## src/rtl/oam_dma_ctrl_pkg.sv

```systemverilog
// Shared types and constants for the sprite-DMA controller.
package oam_dma_ctrl_pkg;

    localparam int BUS_ADDR_W = 16;
    localparam int BUS_DATA_W = 8;

    localparam logic [15:0] OAM_DMA_TRIG  = 16'h4014;
    localparam logic [15:0] OAM_DATA_PORT = 16'h2004;

    typedef enum logic [2:0] {
        ST_IDLE,
        ST_HALT,
        ST_ALIGN,
        ST_READ,
        ST_WRITE
    } dma_state_t;

endpackage

```

## src/rtl/oam_dma_ctrl.sv

```systemverilog
// Sprite-DMA controller: stalls the CPU, copies one 256-byte page to the OAM
// data port through alternating READ/WRITE cycles, then hands the bus back.
module oam_dma_ctrl
    import oam_dma_ctrl_pkg::*;
#(
    parameter int                    ADDR_WIDTH = BUS_ADDR_W,
    parameter int                    DATA_WIDTH = BUS_DATA_W,
    parameter logic [ADDR_WIDTH-1:0] TRIG_ADDR  = ADDR_WIDTH'(OAM_DMA_TRIG),
    parameter logic [ADDR_WIDTH-1:0] OAM_ADDR   = ADDR_WIDTH'(OAM_DATA_PORT)
) (
    input  logic                  clk,
    input  logic                  reset,
    input  logic [ADDR_WIDTH-1:0] cpu_addr,
    input  logic [DATA_WIDTH-1:0] cpu_dout,
    input  logic                  cpu_we,
    output logic                  cpu_rdy,
    output logic [ADDR_WIDTH-1:0] bus_addr,
    output logic [DATA_WIDTH-1:0] bus_dout,
    output logic                  bus_we,
    input  logic [DATA_WIDTH-1:0] bus_din,
    output logic                  dma_busy,
    output logic                  dma_done
);

    dma_state_t            state;
    logic [DATA_WIDTH-1:0] page;
    logic [7:0]            cnt;
    logic                  parity;

    always_ff @(posedge clk) begin
        parity   <= ~parity;
        dma_done <= 1'b0;
        if (reset) begin
            state    <= ST_IDLE;
            page     <= '0;
            cnt      <= '0;
            parity   <= 1'b0;
            dma_busy <= 1'b0;
            cpu_rdy  <= 1'b1;
        end else begin
            case (state)
                ST_IDLE: begin
                    if (cpu_we && cpu_addr == TRIG_ADDR) begin
                        page     <= cpu_dout;
                        cnt      <= '0;
                        state    <= ST_HALT;
                        dma_busy <= 1'b1;
                        cpu_rdy  <= 1'b0;
                    end
                end
                // an odd halt cycle needs one extra cycle to line up the read/write pairs
                ST_HALT:  state <= parity ? ST_ALIGN : ST_READ;
                ST_ALIGN: state <= ST_READ;
                ST_READ: begin
                    state    <= ST_WRITE;
                    dma_done <= (cnt == 8'hFF);
                end
                ST_WRITE: begin
                    if (cnt == 8'hFF) begin
                        state    <= ST_IDLE;
                        dma_busy <= 1'b0;
                        cpu_rdy  <= 1'b1;
                    end else begin
                        cnt   <= cnt + 8'd1;
                        state <= ST_READ;
                    end
                end
                default: state <= ST_IDLE;
            endcase
        end
    end

    // memory data arrives one cycle after the READ address, i.e. during WRITE
    always_comb begin
        bus_addr = cpu_addr;
        bus_dout = cpu_dout;
        bus_we   = cpu_we;
        case (state)
            ST_IDLE: ;
            ST_WRITE: begin
                bus_addr = OAM_ADDR;
                bus_dout = bus_din;
                bus_we   = 1'b1;
            end
            default: begin
                bus_addr = ADDR_WIDTH'({page, cnt});
                bus_dout = '0;
                bus_we   = 1'b0;
            end
        endcase
    end

endmodule

```

## config.mk

```make
export PLATFORM = sky130hd
export DESIGN_NAME = oam_dma_ctrl
export DESIGN_NICKNAME = d
export VERILOG_FILES = /design/src/rtl/oam_dma_ctrl_pkg.sv /design/src/rtl/oam_dma_ctrl.sv
export SDC_FILE = /design/constraint.sdc
export NUM_CORES = 1
export LEC_CHECK = 0
export CORE_AREA = 2 2 61 78
export DETAILED_ROUTE_END_ITERATION = 8
export DIE_AREA = 0 0 63 80
export PLACE_DENSITY = 0.73
export SETUP_SLACK_MARGIN = 0.05
export SLEW_MARGIN = 10
export SYNTH_ARGS = -nofsm -noshare
export SYNTH_HDL_FRONTEND = slang
export SYNTH_SLANG_ARGS = --single-unit
```

## constraint.sdc

```tcl
create_clock -name clk -period 1.7 [get_ports clk]
set_input_delay 0.34 -clock clk [delete_from_list [all_inputs] [get_ports clk]]
set_output_delay 0.34 -clock clk [all_outputs]
set_load 0.1 [all_outputs]
```

==> flow_metrics.tcl <==
set metrics [dict create \
    status "complete, but fails checks" \
    violations "negative setup slack" \
    synth_ff_type "dfxtp_1" \
    track_usage_pct 23.7 \
    drt_iter0_markers 111 \
    syn-cell-area_sq_um 1460 \
    pwr_density_cell_nw_per_um2 1290 \
    hold_class "register to register" \
    period_share_pct 110 \
    cp-startpoint "state[1]$_SDFFE_PP0P_" \
    synth.net_count 238 \
    routed_wl_um 6370 \
    clk_pin_slew_ns 0.08 \
    synth_most_common_cell "o21ai_1" \
    detail-route-antenna-nets 0 \
    synth_edf_count 0 \
    grt_pass1_wl_um 9490 \
    synth.distinct_cells 36 \
    synth_commonest_cells "25 x o21ai_1, 23 x dfxtp_1, 20 x nor2_1, 19 x nand2_1, 13 x nand2b_1" \
    grt_pass1_vias 2012 \
    fin_crit_ns 1.87 \
    start_kind "register" \
    ys_ff_latch 23 \
    netlist_top_cells_area "dfxtp_1 32%, o21ai_1 8.6%, nand2b_1 5.6%, mux2i_1 5.5%, nor2_1 5.1%" \
    cts_made_buffers 3 \
    critical_path_peak_fanout 9 \
    area_delta_synth_final_pct 124 \
    fp.dieArea_sq_um 5040 \
    yosysTopAreaCell "dfxtp_1" \
    placed_area_sq_um 2850 \
    hold_ws_ns 0.412 \
    antenna_found_initial 0 \
    cts_tree "built" \
    arrival_ns 1.53 \
    syn_inst 202 \
    io_pins 63 \
    vdd_drop_max_uv 888 \
    synth_top_area_share_pct 31.5 \
    slew_violations 0 \
    rsz0062_at_grt "true" \
    critPathSlowestCell "dfxtp_4" \
    num_antenna_cells 0 \
    num-nets-final 331 \
    clk_path_buf_depth 2 \
    die_x_um 63 \
    tns_ns -2.87 \
    slew_headroom_pct 79.6 \
    yosysWarningCount 0 \
    finalHoldViolCount 0 \
    async_reset_ff_share_pct 0 \
    critPathKind "register to primary output" \
    grt_max_degree 32 \
    worst_ep_required_time_ns 1.36 \
    viasPerCell 5.59 \
    rows 27 \
    htree_levels 1 \
    wl_per_cell_um 18.1 \
    crit_top_cell "buf_12" \
    setup_viol 25 \
    core_area_sq_um 4290 \
    die_h_um 80 \
    end_kind "primary output" \
    r2r_start "state[0]$_SDFFE_PP0P_" \
    initial_core_util_pct 34.0 \
    placed_cells 332 \
    reg2reg_slack_ns 0.07 \
    vias 1966 \
    portBuffers 62 \
    drive_above_1_share_pct 44.9 \
    slowest_delay_ns 0.37 \
    drtPass1Iterations 4 \
    hp-start "parity$_SDFF_PP0_" \
    seq_area_sq_um 469 \
    path_cells "or2_4 > buf_12 > o21ai_4 > buf_12" \
    cap_violations 0 \
    leakagePower_uw 0.00125 \
    seq_area_frac_synth_pct 31.5 \
    cts_sinks 23 \
    drc_errors 0 \
    multi_input_area_sq_um 1290 \
    cts_root_buf "clkbuf_8" \
    post-dp-hpwl_um 3730 \
    fillCellCount 282 \
    clk_latency_ns 0.27 \
    instances_no_fill 352 \
    worstMarginPinSlew_ns 0.301 \
    max_freq_mhz 533 \
    gp_congestion 0.813 \
    grt-ovfl-total 0 \
    synth_area_per_cell_sq_um 7.23 \
    setup_slack_ns -0.175 \
    clock_skew_ns 0.00213 \
    finalInstanceArea_sq_um 3270 \
]
==> worst paths after layout <==
| kind | cells after the start | end |
|---|---|---|
| max reg2reg | 5 | cnt[6]$_SDFFE_PP0P_ |
| min reg2reg | 1 | parity$_SDFF_PP0_ |
| min | 1 | parity$_SDFF_PP0_ |
| max | 4 | bus_addr[13] |
==> registers in the layout, summed over array words and instances, names as in the netlist <==
name and flops:
cnt 8, dma_done 1, dma_busy 1, cpu_rdy 1
page 8, state 3, parity 1
==> final cells by class <==
cell class                      instances  area share [%]
Multi-Input combinational cell        158            39.5
Sequential cell                        23            14.4
Timing Repair Buffer                  104            41.9
Inverter                                5           0.575
Clock inverter                          1           0.153
Clock buffer                            3            1.26
Tap cell                               58            2.22
==> what timing repair did <==
item | CTS | global route
pin swaps | 5 | 15
gates resized for setup | 27 | 31
setup buffers | 9 | 2
endpoints found under the setup margin | 41 | 43
hold buffers | 0 | 0
cloned | 3 | 3
==> cells by family after synthesis <==
logic type	synth area share (%)
muxes	5.48
buffers and inverters	5.83
adders and majority gates	0.857
and+or+nand+nor	32.5
DFF	31.5
AOI/OAI and AO/OA	23.2
xor gates and xnor gates	0.600
==> cells in the final DEF, fill, tap and decap left out, types with 3 or more instances in the layout <==
cell type / n
buf_12: 31
nand2_2: 9
clkdlybuf4s50_1: 24
nor2_1: 10
o21ai_4: 16
mux2i_1: 6
o211ai_1: 4
buf_6: 6
o21ai_2: 3
buf_4: 27
a31oi_1: 3
nand3_1: 5
o21ai_0: 3
dlymetal6s2s_1: 5
o21ai_1: 11
inv_1: 5
clkbuf_8: 3
dfxtp_1: 20
nand3b_1: 3
a21oi_2: 3
nor2_4: 10
nand4_1: 10
nand2b_1: 13
a21oi_1: 9
nand2_1: 10
dlygate4sd2_1: 5
==> report_power, final <==
part           internal (uW)  switching [uW]  leakage, uW  total, uW
Combinational           1320            1980      0.00103       3300
Clock                    164             187    0.0000255        351
Sequential               557            16.0     0.000188        573
==> worst max-delay path, delay by kind of cell, from the launching register on <==
kind	cells	cell delay [ns]
buffers and inverters	2	0.38
flip-flops	1	0.37
AND/OR/NAND/NOR	1	0.32
AO/OA/AOI/OAI	1	0.19
==> through the flow <==
step           power (uW)  worst slack [ns]  util [%]
3_5_place_dp         3370            -0.318      66.4
6_report             4230            -0.175      76.1
4_1_cts              4040            -0.125      72.3
5_1_grt              4330            -0.198      76.1
3_3_place_gp         3360            -0.297      66.4
2_1_floorplan        2480            -0.104         -
==> metal layers <==
layer | part of all wire [%] | wire length [um] | GRT usage (%)
met1 | 38 | 2440 | 26.0
met2 | 52 | 3330 | 45.4
met3 | 5.3 | 340 | 2.54
met4 | 4.1 | 263 | 10.7
met5 | 0 | 0 | 0
Power figures use the tool's default switching activity.
